**config.mk**
```make
export PLATFORM = sky130hd
export DESIGN_NAME = apb_reg_bank
export DESIGN_NICKNAME = d
export VERILOG_FILES = /design/src/rtl/apb_reg_bank.sv
export SDC_FILE = /design/constraint.sdc
export NUM_CORES = 1
export LEC_CHECK = 0
export CAP_MARGIN = 25
export CORE_MARGIN = 4
export CORE_UTILIZATION = 35
export DETAILED_ROUTE_END_ITERATION = 10
export PLACE_DENSITY = 0.57
export SLEW_MARGIN = 20
export SYNTH_ARGS = -nofsm -noshare
export SYNTH_HDL_FRONTEND = slang
export SYNTH_SLANG_ARGS = --single-unit
```
**constraint.sdc**
```tcl
create_clock -name PCLK -period 3.4 [get_ports PCLK]
set_clock_uncertainty 0.15 [all_clocks]
set_input_delay 0.51 -clock PCLK [delete_from_list [all_inputs] [get_ports PCLK]]
set_output_delay 0.51 -clock PCLK [all_outputs]
set_load 0.005 [all_outputs]
```
**src/rtl/apb_reg_bank.sv**
```systemverilog
// APB3 slave register bank: NUM_CTRL RW control registers, a read-only status word,
// and a W1C interrupt-pending register gated by an enable register. Wait states are programmable.
module apb_reg_bank #(
  parameter int                DATA_W      = 32,
  parameter int                ADDR_W      = 8,
  parameter int                NUM_CTRL    = 4,
  parameter int                WAIT_STATES = 0,
  parameter logic [DATA_W-1:0] CTRL_RST    = '0
) (
  input  logic                         PCLK,
  input  logic                         PRESETN,
  input  logic                         PSEL,
  input  logic                         PENABLE,
  input  logic                         PWRITE,
  input  logic [ADDR_W-1:0]            PADDR,
  input  logic [DATA_W-1:0]            PWDATA,
  output logic [DATA_W-1:0]            PRDATA,
  output logic                         PREADY,
  output logic                         PSLVERR,
  output logic [NUM_CTRL*DATA_W-1:0]   ctrl_q,
  output logic [NUM_CTRL-1:0]          ctrl_wr_pulse,
  input  logic [DATA_W-1:0]            status_in,
  input  logic [DATA_W-1:0]            irq_evt,
  output logic                         irq
);

  localparam int IW = ADDR_W - 2;
  localparam logic [IW-1:0] STATUS_IDX = IW'(NUM_CTRL);
  localparam logic [IW-1:0] PEND_IDX   = IW'(NUM_CTRL + 1);
  localparam logic [IW-1:0] EN_IDX     = IW'(NUM_CTRL + 2);

  typedef enum logic [1:0] {S_IDLE, S_WAIT, S_READY} state_t;

  state_t              state_reg, state_next;
  logic [3:0]          cnt_reg, cnt_next;
  logic [IW-1:0]       addr_reg;
  logic                write_reg;
  logic [DATA_W-1:0]   wdata_reg;
  logic [DATA_W-1:0]   prdata_reg;
  logic                pslverr_reg;
  logic [DATA_W-1:0]   pend_reg, en_reg;
  logic                irq_reg;
  logic                latch, complete, wr_en, enter_ready;
  logic [IW-1:0]       rd_idx;
  logic                rd_write, rd_err;
  logic [DATA_W-1:0]   rd_val, pend_clr;
  logic                unused_addr_lsb;

  assign unused_addr_lsb = ^PADDR[1:0];

  always_comb begin
    state_next = state_reg;
    cnt_next   = cnt_reg;
    latch      = 1'b0;
    complete   = 1'b0;
    case (state_reg)
      S_IDLE: begin
        if (PSEL && !PENABLE) begin
          latch      = 1'b1;
          cnt_next   = 4'(WAIT_STATES);
          state_next = (WAIT_STATES > 0) ? S_WAIT : S_READY;
        end
      end
      S_WAIT: begin
        if (!PSEL) begin
          state_next = S_IDLE;
        end else begin
          cnt_next = cnt_reg - 4'd1;
          if (cnt_reg <= 4'd1) state_next = S_READY;
        end
      end
      S_READY: begin
        if (!PSEL) begin
          state_next = S_IDLE;
        end else if (PENABLE) begin
          complete   = 1'b1;
          state_next = S_IDLE;
        end
      end
      default: state_next = S_IDLE;
    endcase
  end

  // With zero wait states READY is entered straight from the setup edge, so decode the live bus then.
  always_comb begin
    rd_idx   = latch ? PADDR[ADDR_W-1:2] : addr_reg;
    rd_write = latch ? PWRITE : write_reg;
    rd_err   = rd_idx > EN_IDX;
    rd_val   = '0;
    for (int i = 0; i < NUM_CTRL; i++) begin
      if (rd_idx == IW'(i)) rd_val = ctrl_q[i*DATA_W +: DATA_W];
    end
    if (rd_idx == STATUS_IDX) rd_val = status_in;
    if (rd_idx == PEND_IDX)   rd_val = pend_reg;
    if (rd_idx == EN_IDX)     rd_val = en_reg;
  end

  assign enter_ready = (state_next == S_READY) && (state_reg != S_READY);
  assign wr_en       = complete && write_reg;
  assign pend_clr    = (wr_en && addr_reg == PEND_IDX) ? wdata_reg : '0;

  always_ff @(posedge PCLK or negedge PRESETN) begin
    if (!PRESETN) begin
      state_reg   <= S_IDLE;
      cnt_reg     <= '0;
      addr_reg    <= '0;
      write_reg   <= 1'b0;
      wdata_reg   <= '0;
      prdata_reg  <= '0;
      pslverr_reg <= 1'b0;
      pend_reg    <= '0;
      en_reg      <= '0;
      irq_reg     <= 1'b0;
    end else begin
      state_reg <= state_next;
      cnt_reg   <= cnt_next;
      if (latch) begin
        addr_reg  <= PADDR[ADDR_W-1:2];
        write_reg <= PWRITE;
        wdata_reg <= PWDATA;
      end
      if (enter_ready) begin
        prdata_reg  <= rd_write ? '0 : rd_val;
        pslverr_reg <= rd_err;
      end else if (state_next != S_READY) begin
        prdata_reg  <= '0;
        pslverr_reg <= 1'b0;
      end
      // A new event outranks a simultaneous clear.
      pend_reg <= (pend_reg & ~pend_clr) | irq_evt;
      if (wr_en && addr_reg == EN_IDX) en_reg <= wdata_reg;
      irq_reg <= |(pend_reg & en_reg);
    end
  end

  genvar gi;
  generate
    for (gi = 0; gi < NUM_CTRL; gi++) begin : g_ctrl
      logic [DATA_W-1:0] q_reg;
      logic              pulse_reg;
      logic              hit;
      assign hit = wr_en && (addr_reg == IW'(gi));
      always_ff @(posedge PCLK or negedge PRESETN) begin
        if (!PRESETN) begin
          q_reg     <= CTRL_RST;
          pulse_reg <= 1'b0;
        end else begin
          pulse_reg <= hit;
          if (hit) q_reg <= wdata_reg;
        end
      end
      assign ctrl_q[gi*DATA_W +: DATA_W] = q_reg;
      assign ctrl_wr_pulse[gi]           = pulse_reg;
    end
  endgenerate

  assign PREADY  = (state_reg == S_READY);
  assign PRDATA  = prdata_reg;
  assign PSLVERR = pslverr_reg;
  assign irq     = irq_reg;

endmodule

```
======== Word-level counts from Yosys, hierarchy flattened ========
Cells that the tools add are included.
cells by class
  add/sub/neg operators ................... 1
  multipliers ............................. 0
  divide/modulo/power cells ............... 0
  order comparisons ....................... 2
  eq/ne operators ......................... 18
  shifts and indexed selects .............. 0
  multiplexer cells ....................... 29
  bitwise gates (word level) .............. 4
  reductions and logical operators ........ 17
operators with widths
  operator                                                        number
  2-to-1 mux 32 bit                                               11
  AND 32 bit                                                      2
  NOT 32 bit                                                      1
  OR 32 bit                                                       1
  OR reduction 32 bit                                             1
  equality test 6 x 3 -> 1 bit, second input constant             5
  equality test 6 x 2 -> 1 bit, second input constant             4
  equality test 6 x 1 -> 1 bit, second input constant             2
  zero test 6 bit                                                 2
  2-to-1 mux 2 bit                                                5
  logical AND 1 bit                                               9
  2-to-1 mux 1 bit                                                8
  2-to-1 mux 4 bit                                                2
  inequality test 2 bit, second input constant                    4
  one-hot mux 4 bit (2 select lines)                              1
  > comparator 6 x 3 -> 1 bit, second input constant              1
  2-to-1 mux 6 bit                                                1
  one-hot mux 2 bit (3 select lines)                              1
  equality test 2 bit, second input constant                      2
  less-or-equal comparator 4 x 1 -> 1 bit, second input constant  1
  nonzero test 2 bit                                              2
  subtractor 4 x 1 -> 4 bit, second input constant                1
  AND reduction 3 bit                                             1
  equality test 2 x 1 -> 1 bit, second input constant             1
  other kinds (2)                                                 2
storage, ports and cells
  bits in registers ....................... 275
  latch bits .............................. 0
  RAM bits ................................ 0
  ROM bits ................................ 0
  output and inout bits ................... 167
  word-level logic and storage cells ...... 89
  memories ................................ 0

======== Logic depth before layout (Yosys ltp) ========
  depth in word-level cells ............... 15
  mapped depth ............................ 9

======== Worst setup path after synthesis ========
Ideal clock, no wire load.
  path kind ............................... register -> register
  start ................................... register state_reg[0]
  end ..................................... register prdata_reg[17], in the netlist PRDATA[17]
  arrival ................................. 2.262 ns
  data required time ...................... 3.123 ns
  slack ................................... 0.861 ns
  stages on the path, launching flop included .. 9
  path buffers ............................ 3
  period minus slack after synthesis ...... 2.539 ns
  cells stage by stage .................... dfrtp_1 buf_6 or4b_4 buf_6 mux2i_4 buf_4 mux2_2 a222oi_1 o21ai_1
between the ends
  cells in the longest elaborated chain, start to end .. 13
RTL lines
  element                         line  text
  from (decl)                     34    state_t state_reg, state_next;
  from (signal assigned)          115   state_reg <= state_next;
  zero test 2 bit                 56    case (state_reg)
  2-to-1 mux 1 bit                56
  2-to-1 mux 6 bit                -
  zero test 6 bit                 91    if (rd_idx == IW'(i)) rd_val = ctrl_q[i*DATA_W +: DATA_W];
  2-to-1 mux 32 bit (4 in a row)  91
  2-to-1 mux 32 bit               93    if (rd_idx == STATUS_IDX) rd_val = status_in;
  2-to-1 mux 32 bit               94    if (rd_idx == PEND_IDX) rd_val = pend_reg;
  2-to-1 mux 32 bit               95    if (rd_idx == EN_IDX) rd_val = en_reg;
  2-to-1 mux 32 bit               123   prdata_reg <= rd_write ? '0 : rd_val;
  2-to-1 mux 32 bit               122   if (enter_ready) begin
  to (signal assigned)            123
  to (decl)                       39    logic [DATA_W-1:0] prdata_reg;
Several ways; a longest one is shown, not always the timed one.
A chain may end at the register's enable or synchronous reset.

======== Worst setup path in the final report ========
  start ................................... register cnt_reg[0]
  end ..................................... register prdata_reg[25], in the netlist PRDATA[25]
between the ends
  cells in the longest elaborated chain, start to end .. 7
RTL lines
  element                                                  line  text
  from (decl)                                              35    logic [3:0] cnt_reg, cnt_next;
  from (signal assigned)                                   116   cnt_reg <= cnt_next;
  less-or-equal comparator 4 x 1 -> 1 bit *                69    if (cnt_reg <= 4'd1) state_next = S_READY;
  2-to-1 mux 2 bit *                                       69
  2-to-1 mux 2 bit *                                       65    if (!PSEL) begin
  one-hot mux 2 bit (3 select lines) *                     56
  equality test 2 bit                                      98    assign enter_ready = (state_next == S_READY) && (state_reg != S_READY);
  logical AND 1 bit                                        98
  2-to-1 mux 32 bit or nonzero test 2 bit (tied branches)  -
Mark *: on every way between the ends. The rest lies on a longest branch, timed or not.

==> reports/metrics.yaml <==
placed_cell_area_mm2: 0.0163
tightestPinTransition_ns: 0.751
hold_path.startpoint: "PWDATA[14]"
crit_arrival_ns: 3.25
drive_gt1_share_pct: 20.9
worst_setup_path_end_kind: "flip-flop"
status: "finished, final reports clean"
maxSlewHeadroom_pct: 49.9
yosysTopAreaCell: "dfrtp_1"
maxCapViolations: 0
fin_util_pct: 48.7
hold_viol_final: 0
grt_max_degree: 92
cts-root-buf: "clkbuf_16"
mostFrequentLayoutCell: "dfrtp_1"
switching_share_pct: 26.3
routedWlPerCell_um: 24.1
io_pins: 276
dieArea_mm2: 0.0399
use_met3_pct: 4.57
dp_hpwl_um: 32500
critPathLaunchType: "flip-flop"
start_util_pct: 35.8
dr.pass1.iters: 5
setup_viol: 0
ys.flop_type: "dfrtp_1"
synth_edf_count: 0
final_cell_mix: "dfrtp_1 (275), clkdlybuf4s50_1 (272), nand2_1 (180), mux2_2 (173), a21o_1 (61)"
pwr-share-clk_pct: 42.3
drt-vias-per-instance: 5.44
grt_setup_unrepaired: "false"
cts_sinks: 275
rows: 69
wl_um: 45600
whs_ns: 0.316
tns_ns: 0
holdPathEnd: "wdata_reg[14]"
clk_latency_ns: 0.56
comb_power_share_pct: 14.5
overflow: 0
grt_pass1_vias: 10769
synthArstFlopShare_pct: 100
leakage_nw: 7.73
period_minus_slack_ns: 2.91
die_w_um: 200
worstHoldPathCells: 3
fmax_mhz: 343
crit_required_ns: 3.74
reg2reg_depth: 7
reg2reg_to: "PRDATA[25]"
largest_register_ffs: 128
syn-cell-area_mm2: 0.0129
path_clk_slew_ns: 0.06
grt_pass1_wl_um: 68300
grtUsageMet2_pct: 37.0
r2r_start: "cnt_reg[0]"
power_per_cell_area_mw_per_mm2: 487
netlist_top_cells_area: "dfrtp_1 (54%), mux2_2 (15%), nand2_1 (5.3%), a21o_1 (3.6%), a22oi_1 (2.2%)"
io_buffers: 273
track_usage_pct: 22.5
drv_slew: 0
worst_slack_ns: 0.487
synth.avg_cell_area_um2: 11.5
path_class: "flip-flop to flip-flop"
syn-instance-count: 1120
drtIter0Drc: 623
p_int_w: 0.00627
nNetsFinal: 1517
fin_crit_sh_pct: 85.7
fp.coreArea_mm2: 0.0359
postLayoutCellArea_mm2: 0.0175
gp_congestion: 0.832
gr-max-usage-layer: "met2"
cts_tree: "yes"
antenna_found_initial: 7
synthToLayoutAreaGrowth_pct: 35.9
synth.distinct_cells: 57
met1_usage_pct: 30.9
clockBufferDepth: 3
switching_power_w: 0.00224
cts_buffers: 30
synth_top_area_share_pct: 53.5
h-tree-depth: 1
yosys_warnings: 0
path_max_fanout: 17
drc_errors: 0
p_seq_share_pct: 43.2
place_ws_ns: 0.208
synth-seq-cells: 275
hold_class: "input pin to flip-flop"
reg2reg_slack_ns: 0.49
antenna_left: 0
ys_seq_area_share_pct: 53.5
dieHeight_um: 200
ir_drop_uv: 380
vias: 10298
syn-num-nets: 1231
==> kinds of logic (layout without fill, tap and decap cells) <==
family          after synthesis  in the layout  synth area share (%)
fa+ha+maj                     2              2                 0.195
mux                         200            200                  17.5
flops                       275            275                  53.5
other cells                   0              1                     0
buf+inv                      92            402                  3.39
simple gates                282            282                  10.0
compound gates              267            267                  15.2
xor+xnor                      2              2                 0.136
==> through the flow <==
stage,power (W),instances
after global placement,0.00495,1833
final,0.00851,1892
after global routing,0.00885,1892
after floorplan,0.00423,1120
after detailed placement,0.00497,1833
after CTS,0.00860,1890
==> cells in the mapped netlist, types with 2 or more instances <==
master / n
clkbuf_1: 43
o2111ai_1: 14
buf_1: 7
ha_1: 2
and2_1: 17
a222oi_1: 10
nor4_1: 2
mux2i_1: 23
o22ai_1: 4
o31ai_1: 5
nor3_1: 5
o221ai_1: 2
a22o_1: 4
mux2_2: 173
or3_1: 14
nand2b_1: 31
a21o_1: 61
a2111oi_0: 6
nand3_1: 8
o21ai_0: 33
or4b_2: 2
a21oi_1: 26
nor2_1: 11
nand2_1: 181
a221oi_1: 19
buf_2: 12
a32o_1: 4
dfrtp_1: 275
o21a_1: 16
buf_6: 7
mux2i_4: 2
o21ai_1: 4
a22oi_1: 38
or4_1: 2
inv_1: 16
nor2b_1: 2
nand4_1: 3
a211oi_1: 5
o22a_1: 8
buf_4: 6
==> timing repair <==
item | in CTS | in global routing
hold endpoints to repair | 86 | 0
gates resized for setup | 0 | 0
buffers inserted | 0 | 0
hold buffers | 1 | 0
==> power groups by stage <==
stage / Combinational (W) / Clock, W / Sequential (W)
finish: 0.00123 / 0.00360 / 0.00367
CTS: 0.00124 / 0.00368 / 0.00367
detailed placement: 0.00124 / 0 / 0.00373
global route: 0.00133 / 0.00382 / 0.00370
floorplan: 0.000592 / 0 / 0.00363
global placement: 0.00122 / 0 / 0.00373
==> worst max path at each step <==
stage	depth (start not counted)	start	end
finish	7	cnt_reg[0]	PRDATA[25]
global route	7	cnt_reg[0]	PRDATA[25]
CTS	7	cnt_reg[0]	PRDATA[25]
detailed placement	8	PSEL	PRDATA[25]
global placement	8	PSEL	PRDATA[15]
floorplan	8	state_reg[0]	PRDATA[17]
==> cell type report <==
cell class | instances | area [um^2]
Clock inverter | 14 | 231
Tap cell | 461 | 577
Inverter | 17 | 63.8
Clock buffer | 42 | 866
Fill cell | 3277 | 18400
Antenna cell | 1 | 2.50
Timing Repair Buffer | 329 | 3270
Multi-Input combinational cell | 753 | 5580
Sequential cell | 275 | 6880
==> critical path: stages, from the launching register on <==
cell and delay [ns]:
dfrtp_1 0.42, inv_1 0.07, ha_1 0.18, nor2_1 0.05
or4b_2 0.70, o32a_1 0.58, a221oi_1 0.48, a22o_1 0.21
==> layer usage <==
layer  up-vias  routed length (um)
met2       337               21800
met3        74                2740
met4        12                1110
met1      5224               19900
li1       4651                   -
met5         -                  84
(Power assumes the default switching activity.)
